### config.mk
export PLATFORM = sky130hd
export DESIGN_NAME = pc_sequencer_flat
export DESIGN_NICKNAME = d
export VERILOG_FILES = /design/src/rtl/pc_sequencer_pkg.sv /design/src/rtl/pc_sequencer_if.sv /design/src/rtl/pc_sequencer_branch_resolve.sv /design/src/rtl/pc_sequencer.sv /design/src/flat_wrapper.sv
export SDC_FILE = /design/constraint.sdc
export NUM_CORES = 1
export LEC_CHECK = 0
export CAP_MARGIN = 20
export CELL_PAD_IN_SITES_DETAIL_PLACEMENT = 1
export CELL_PAD_IN_SITES_GLOBAL_PLACEMENT = 1
export CORE_MARGIN = 2
export CORE_UTILIZATION = 30
export DETAILED_ROUTE_END_ITERATION = 8
export PLACE_DENSITY_LB_ADDON = 0.3
export SLEW_MARGIN = 20
export SYNTH_ARGS = -nofsm -noshare
export SYNTH_HDL_FRONTEND = slang
export SYNTH_SLANG_ARGS = --single-unit
### constraint.sdc
create_clock -name clk -period 1.78 [get_ports clk]
set_input_delay 0.178 -clock clk [delete_from_list [all_inputs] [get_ports clk]]
set_output_delay 0.178 -clock clk [all_outputs]
set_load 0.01 [all_outputs]
### src/rtl/pc_sequencer_pkg.sv
// rtl/pc_sequencer_pkg.sv - shared types and opcode constants for the pc sequencer
package pc_seq_pkg;

  typedef enum logic [1:0] {
    IDLE     = 2'd0,
    RUN      = 2'd1,
    MEM_WAIT = 2'd2,
    HALT     = 2'd3
  } seq_state_t;

  // cmp is identified by its 3-bit major opcode
  localparam logic [2:0] OP_CMP   = 3'b000;

  // jumps are identified by the upper 5 bits; the low nibble is the LUT index
  localparam logic [4:0] OP_JGE   = 5'b10000;
  localparam logic [4:0] OP_JG    = 5'b10001;
  localparam logic [4:0] OP_JMP   = 5'b10010;

  // data-memory ops are identified by the upper 6 bits
  localparam logic [5:0] OP_LDR_A = 6'b101101;
  localparam logic [5:0] OP_STR_A = 6'b101110;
  localparam logic [5:0] OP_LDR_B = 6'b110000;
  localparam logic [5:0] OP_STR_B = 6'b110001;

  localparam logic [8:0] HALT_OP_DEFAULT = 9'h1FF;

  // true when the 6-bit opcode prefix selects a load or store
  function automatic logic is_mem_op(input logic [5:0] prefix);
    return (prefix == OP_LDR_A) || (prefix == OP_STR_A) ||
           (prefix == OP_LDR_B) || (prefix == OP_STR_B);
  endfunction

endpackage

### src/rtl/pc_sequencer_if.sv
// rtl/pc_sequencer_if.sv - sequencer-side bundle: ROM, jump LUT, ALU flags, decoder strobes (PC_SEQUENCER_PERF_EN adds instr_count)
interface pc_sequencer_if #(
  parameter int PC_W = 10
);

  logic            start;
  logic [8:0]      instr;
  logic [PC_W-1:0] lut_target;
  logic            alu_carry;
  logic            alu_zero;
  logic [PC_W-1:0] pc;
  logic [3:0]      lut_idx;
  logic            exec_en;
  logic            mem_req;
  logic            busy;
  logic            done;
`ifdef PC_SEQUENCER_PERF_EN
  logic [15:0]     instr_count;
`endif

  // sequencer side
  modport master (
    input  start, instr, lut_target, alu_carry, alu_zero,
    output pc, lut_idx, exec_en, mem_req, busy, done
`ifdef PC_SEQUENCER_PERF_EN
    , output instr_count
`endif
  );

  // core / environment side
  modport slave (
    output start, instr, lut_target, alu_carry, alu_zero,
    input  pc, lut_idx, exec_en, mem_req, busy, done
`ifdef PC_SEQUENCER_PERF_EN
    , input instr_count
`endif
  );

endinterface

### src/rtl/pc_sequencer_branch_resolve.sv
// rtl/pc_sequencer_branch_resolve.sv - decodes jump opcodes and evaluates the branch condition
module branch_resolve
  import pc_seq_pkg::*;
(
  input  logic [8:0] instr,
  input  logic       flag_c,
  input  logic       flag_z,
  output logic       is_jump,
  output logic       taken
);

  // the low nibble is the LUT index and plays no part in the condition
  logic unused_idx;
  assign unused_idx = ^instr[3:0];

  // jump decode and condition evaluation
  always_comb begin
    is_jump = 1'b0;
    taken   = 1'b0;
    case (instr[8:4])
      OP_JGE: begin
        is_jump = 1'b1;
        taken   = flag_c;
      end
      OP_JG: begin
        is_jump = 1'b1;
        taken   = flag_c & ~flag_z;
      end
      OP_JMP: begin
        is_jump = 1'b1;
        taken   = 1'b1;
      end
      default: begin
        is_jump = 1'b0;
        taken   = 1'b0;
      end
    endcase
  end

endmodule

### src/rtl/pc_sequencer.sv
// rtl/pc_sequencer.sv - fetch/execute sequencer: pc, jump resolution, cmp flags, memory stall (PC_SEQUENCER_PERF_EN adds instr_count)
module pc_sequencer
  import pc_seq_pkg::*;
#(
  parameter int         PC_W    = 10,
  parameter int         MEM_LAT = 1,
  parameter logic [8:0] HALT_OP = HALT_OP_DEFAULT
) (
  input  logic           clk,
  input  logic           rst_n,
  pc_sequencer_if.master bus
);

  localparam logic [PC_W-1:0] PC_ONE   = {{(PC_W-1){1'b0}}, 1'b1};
  localparam logic [2:0]      LAT_INIT = 3'(MEM_LAT);
  localparam bit              MEM_STALL = (MEM_LAT > 0);

  seq_state_t      state, state_nxt;
  logic [PC_W-1:0] pc_q, pc_nxt;
  logic            flag_c, flag_z, flag_c_nxt, flag_z_nxt;
  logic [2:0]      wait_cnt, wait_cnt_nxt;
  logic            exec_en, mem_req, done;
  logic            is_jump, taken;
  logic            is_mem, is_halt, is_cmp;
  logic            start_ok;

  assign is_mem   = is_mem_op(bus.instr[8:3]);
  assign is_halt  = (bus.instr == HALT_OP);
  assign is_cmp   = (bus.instr[8:6] == OP_CMP);
  assign start_ok = ((state == IDLE) || (state == HALT)) && bus.start;

  branch_resolve u_branch (
    .instr   (bus.instr),
    .flag_c  (flag_c),
    .flag_z  (flag_z),
    .is_jump (is_jump),
    .taken   (taken)
  );

  // sequencer state, pc, flags and wait counter
  always_ff @(posedge clk or negedge rst_n) begin
    if (!rst_n) begin
      state    <= IDLE;
      pc_q     <= '0;
      flag_c   <= 1'b0;
      flag_z   <= 1'b0;
      wait_cnt <= 3'd0;
    end else begin
      state    <= state_nxt;
      pc_q     <= pc_nxt;
      flag_c   <= flag_c_nxt;
      flag_z   <= flag_z_nxt;
      wait_cnt <= wait_cnt_nxt;
    end
  end

  // next-state and strobes; a stalled memory op commits only on its last cycle
  always_comb begin
    state_nxt    = state;
    pc_nxt       = pc_q;
    flag_c_nxt   = flag_c;
    flag_z_nxt   = flag_z;
    wait_cnt_nxt = wait_cnt;
    exec_en      = 1'b0;
    mem_req      = 1'b0;
    done         = 1'b0;
    case (state)
      IDLE, HALT: begin
        if (bus.start) begin
          pc_nxt    = '0;
          state_nxt = RUN;
        end
      end
      RUN: begin
        if (is_halt) begin
          done      = 1'b1;
          state_nxt = HALT;
        end else if (is_mem && MEM_STALL) begin
          mem_req      = 1'b1;
          wait_cnt_nxt = LAT_INIT;
          state_nxt    = MEM_WAIT;
        end else begin
          exec_en = 1'b1;
          mem_req = is_mem;
          pc_nxt  = (is_jump && taken) ? bus.lut_target : pc_q + PC_ONE;
          if (is_cmp) begin
            flag_c_nxt = bus.alu_carry;
            flag_z_nxt = bus.alu_zero;
          end
        end
      end
      MEM_WAIT: begin
        mem_req = 1'b1;
        if (wait_cnt == 3'd1) begin
          exec_en      = 1'b1;
          pc_nxt       = pc_q + PC_ONE;
          wait_cnt_nxt = 3'd0;
          state_nxt    = RUN;
        end else begin
          wait_cnt_nxt = wait_cnt - 3'd1;
        end
      end
      default: state_nxt = IDLE;
    endcase
  end

  assign bus.pc      = pc_q;
  assign bus.lut_idx = bus.instr[3:0];
  assign bus.exec_en = exec_en;
  assign bus.mem_req = mem_req;
  assign bus.done    = done;
  assign bus.busy    = (state == RUN) || (state == MEM_WAIT);

`ifdef PC_SEQUENCER_PERF_EN
  logic [15:0] instr_count;

  // committed-instruction counter, saturating, cleared on each accepted start
  always_ff @(posedge clk or negedge rst_n) begin
    if (!rst_n) begin
      instr_count <= 16'd0;
    end else if (start_ok) begin
      instr_count <= 16'd0;
    end else if (exec_en && (instr_count != 16'hFFFF)) begin
      instr_count <= instr_count + 16'd1;
    end
  end

  assign bus.instr_count = instr_count;
`else
  logic unused_start_ok;
  assign unused_start_ok = start_ok;
`endif

endmodule

### src/flat_wrapper.sv
// flat-port wrapper written by rule: the top's interface ports become plain ports
module pc_sequencer_flat import pc_seq_pkg::*;
#(
  parameter int         PC_W    = 10,
  parameter int         MEM_LAT = 1,
  parameter logic [8:0] HALT_OP = HALT_OP_DEFAULT
)
  (clk, rst_n, bus_start, bus_instr, bus_lut_target, bus_alu_carry, bus_alu_zero, bus_pc, bus_lut_idx, bus_exec_en, bus_mem_req, bus_busy, bus_done);
  pc_sequencer_if #(.PC_W(PC_W)) bus_i ();
  input  logic clk;
  input  logic rst_n;
  input wire logic [$bits(bus_i.start)-1:0] bus_start;
  input wire logic [$bits(bus_i.instr)-1:0] bus_instr;
  input wire logic [$bits(bus_i.lut_target)-1:0] bus_lut_target;
  input wire logic [$bits(bus_i.alu_carry)-1:0] bus_alu_carry;
  input wire logic [$bits(bus_i.alu_zero)-1:0] bus_alu_zero;
  output wire logic [$bits(bus_i.pc)-1:0] bus_pc;
  output wire logic [$bits(bus_i.lut_idx)-1:0] bus_lut_idx;
  output wire logic [$bits(bus_i.exec_en)-1:0] bus_exec_en;
  output wire logic [$bits(bus_i.mem_req)-1:0] bus_mem_req;
  output wire logic [$bits(bus_i.busy)-1:0] bus_busy;
  output wire logic [$bits(bus_i.done)-1:0] bus_done;
  assign bus_i.start = bus_start;
  assign bus_i.instr = bus_instr;
  assign bus_i.lut_target = bus_lut_target;
  assign bus_i.alu_carry = bus_alu_carry;
  assign bus_i.alu_zero = bus_alu_zero;
  assign bus_pc = bus_i.pc;
  assign bus_lut_idx = bus_i.lut_idx;
  assign bus_exec_en = bus_i.exec_en;
  assign bus_mem_req = bus_i.mem_req;
  assign bus_busy = bus_i.busy;
  assign bus_done = bus_i.done;
  pc_sequencer #(.PC_W(PC_W), .MEM_LAT(MEM_LAT), .HALT_OP(HALT_OP)) u_core (.clk(clk), .rst_n(rst_n), .bus(bus_i));
endmodule
==> results of run 1 <==
==> where the power goes <==
part | switching, W | total [W] | internal [W]
combinational | 0.000817 | 0.00164 | 0.000822
clock | 0.000143 | 0.000303 | 0.000159
sequential | 0.000101 | 0.000601 | 0.000500
total | 0.00106 | 0.00254 | 0.00148
==> sequential cells by signal, indices dropped and copies added (netlist names) <==
register / flops
u_core.state: 2
u_core.flag_c: 1
u_core.bus.pc: 10
u_core.flag_z: 1
u_core.wait_cnt: 3
==> kinds of logic after synthesis <==
logic type               count (synthesis)  share of synthesized area [%]
AO/OA/AOI/OAI                           52                           27.8
XOR/XNOR                                 3                           2.10
adder cells (fa/ha/maj)                  5                           5.01
buffers and inverters                   16                           6.11
flip-flops                              17                           34.0
multiplexers                             4                           3.90
AND/OR/NAND/NOR                         50                           21.0
==> placed cells by master (no fill, tap or decap), drive strengths merged, types with 2 or more instances in the layout <==
cell type,netlist,final
a21oi,7,7
a22oi,7,7
a31oi,3,3
and3,2,2
buf,5,41
clkbuf,2,6
clkdlybuf4s15,0,2
clkdlybuf4s50,0,31
dfrtp,17,17
dlygate4sd2,0,4
ha,5,5
inv,9,9
mux2,4,4
nand2,10,10
nand3,6,6
nand4,2,2
nor2,13,13
nor2b,2,2
nor3,4,4
nor4,3,3
o21a,3,3
o21ai,21,21
o41ai,2,2
or3b,2,2
xnor2,2,2
==> how the worst max path moves through the flow <==
stage | slack, ns | startpoint | end | cells past startpoint
CTS | 0.01 | u_core.state[0]$_DFFE_PN0P_ | u_core.bus.pc[2]$_DFFE_PN0P_ | 8
finish | 0.005 | u_core.state[0]$_DFFE_PN0P_ | u_core.bus.pc[8]$_DFFE_PN0P_ | 8
global placement | -0.57 | bus_instr[7] | bus_mem_req | 7
floorplan | 0.03 | u_core.state[1]$_DFFE_PN0P_ | u_core.bus.pc[7]$_DFFE_PN0P_ | 9
global route | -0.07 | u_core.state[0]$_DFFE_PN0P_ | u_core.bus.pc[5]$_DFFE_PN0P_ | 8
detailed placement | -0.63 | bus_instr[7] | bus_mem_req | 7
==> cell usage after synthesis, types with 2 or more instances <==
cell and number:
ha_1 5, dfrtp_1 17, a21oi_1 7, nand4_1 2, nor4_1 3, nor2b_1 2
clkbuf_1 2, buf_4 4, and3_1 2, nor2_1 12, xnor2_1 2, inv_1 9
o21ai_0 7, nand2_1 10, o21a_1 3, nor3_1 4, o21ai_1 14, nand3_1 6
a22oi_1 7, a31oi_1 3, mux2_2 3
==> stage by stage <==
step | setup TNS [ns] | util, %
6_report | 0 | 52.3
5_1_grt | -0.580 | 52.3
4_1_cts | 0 | 51.1
3_5_place_dp | -7.00 | 48.6
3_3_place_gp | -5.87 | 48.6
2_1_floorplan | 0 | -
==> timing repair <==
action,4_1_cts,5_1_grt
setup endpoints to repair,16,13
resized for setup,36,13
hold endpoints to repair,0,0
hold buffers,0,0
cloned,0,1
pin swaps,6,5
buffers inserted,1,2
==> worst max-delay path: cells and delay by family (launching register included) <==
family	cells	cell delay, ns
buffers and inverters	3	0.32
AOI/OAI and AO/OA	4	0.65
DFF	1	0.40
adders and majority gates	1	0.28
==> per-layer routing <==
metal  vias to the layer above  track usage (%)  wire length, um
li1                        699                -                -
met5                         -                0                0
met2                        42             37.9             2480
met4                         0             5.00               46
met1                       737             25.1             1980
met3                         6             2.92              198
==> area by class of cell <==
class / count / area [sq um] / area share, %
inverters: 9 / 33.8 / 1.61
repair buffers: 80 / 698 / 33.4
well taps: 50 / 62.6 / 2.99
clock buffers: 4 / 45.0 / 2.15
multi-input cells: 114 / 827 / 39.5
flip-flops and latches: 17 / 425 / 20.3
==> summary.md, run 1 <==
| Metric | Value |
|---|---|
| Final HPWL DP | `3410 um` |
| Fill cells | `473` |
| Area growth, synth to finish | `67.4%` |
| Crit path cell chain | `inv_1 -> ha_2 -> inv_2 -> o22ai_4 -> a311o_1 -> buf_6 -> o21ai_1 -> o21ai_1` |
| Worst slack, placed | `-0.628 ns` |
| I/O pin total | `42` |
| DR WL/cell | `17.2 um` |
| Static Leak | `0.895 nW` |
| Longest Clk Path Bufs | `2` |
| CTS tree | `built` |
| WS Path Type | `flip-flop to flip-flop` |
| Worst R2R Setup Slack | `0.005 ns` |
| Final wirelength | `4710 um` |
| Tmin final | `1.78 ns` |
| Max Slew Vio Count | `0` |
| Design area | `2090 sq um` |
| Status | `completed` |
| Cells after Synth | `147` |
| Largest net degree at the start of global routing | `18` |
| Core Area | `4000 sq um` |
| FF-to-FF Start | `u_core.state[0]$_DFFE_PN0P_` |
| Synth area leader | `dfrtp_1` |
| CP max stage cell | `dfrtp_1` |
| Final Non-Filler Cells | `274` |
| Pwr Density | `1220 nW/um^2` |
| Initial core utilization | `31.2%` |
| WHS | `0.245 ns` |
| Die W | `68.6 um` |
| Share of the synthesized area in the top cell type | `34.0%` |
| Peak supply drop | `0.435 mV` |
| Worst skew pair latency | `0.26 ns` |
| Initial antenna violation count | `0` |
| Die area | `4700 sq um` |
| Root Buffer | `clkbuf_8` |
| Part of the Yosys area used for sequential elements | `34.0%` |
| Slew headroom | `79.0%` |
| Synth warn | `0` |
| Slew @ Worst Pin | `0.313 ns` |
| Worst EP arrival | `1.92 ns` |
| Critical path peak fanout | `6` |
| CP peak stage delay | `0.40 ns` |
| DIE HEIGHT | `68.6 um` |
| Diodes inserted | `0` |
| Hold crit path type | `input pin to asynchronous set/reset pin` |
| Syn Area/Cell | `8.50 sq um` |
| Total number of vias | `1484` |
| Placed cell count | `266` |
| Fin crit share | `99.7%` |
| Vias per inst | `5.42` |
| Final ANT Viol Nets | `0` |
| CTS clk-pin slew, worst paths | `0.07 ns` |
| Post-Syn Area | `1250 sq um` |
| Clock Skews | `0.000385 ns` |
| CTS Sinks | `17` |
| Final Net Count | `254` |
| H-tree depth | `1` |
| Fmax | `563 MHz` |
| Synth area leaders | `dfrtp_1, o21ai_1, ha_1, a22oi_1, nor2_1` |
| Crit Reg-Reg Endpoint | `u_core.bus.pc[8]$_DFFE_PN0P_` |
| Initial DRC count | `28` |
| Placed cell area | `1950 sq um` |
| Endpoint class of the critical path | `flip-flop` |
| Final setup viols | `0` |
| GP Congestion | `0.888` |
| Num CTS Buffers | `3` |
| GR Util All Layers | `20.6%` |
| CP required | `1.92 ns` |
| Final Hold Vio Count | `0` |
| # rows | `23` |
| Max-cap violations | `0` |
| Total Power | `0.00254 W` |
| Worst reg2reg path depth | `8` |
| Synth Net Count | `176` |
| # DRC | `0` |
| RSZ-0062 raised after global routing | `yes` |
| Worst setup SP type | `flip-flop` |
| IO buf count | `41` |
| Synth cell types | `44` |
| Share of cells above drive strength 1 | `30.8%` |
| #FFs+latches synth | `17` |
| Setup ws final | `0.00459 ns` |
| Primary FF master, synth | `dfrtp_1` |
| EDFF count, synth | `0` |
| Drt pass-1 iters | `4` |
| First-pass GRT wire length | `7220 um` |
| GRT overflow | `0` |
| Cell mode on critical path | `o21ai_1` |
| Post-synth ARST share | `100%` |
| Vias in the first global route | `1543` |
Power figures use the tool's default switching activity.
==> run 2: changes to the inputs <==
--- a/config.mk
+++ b/config.mk
@@ -5,7 +5,7 @@
 export SDC_FILE = /design/constraint.sdc
 export NUM_CORES = 1
 export LEC_CHECK = 0
-export CAP_MARGIN = 20
+export CAP_MARGIN = 15
 export CELL_PAD_IN_SITES_DETAIL_PLACEMENT = 1
 export CELL_PAD_IN_SITES_GLOBAL_PLACEMENT = 1
 export CORE_MARGIN = 2
==> results of run 2 <==
Same layout as run 1: the final DEF is identical, and so are final timing and power.
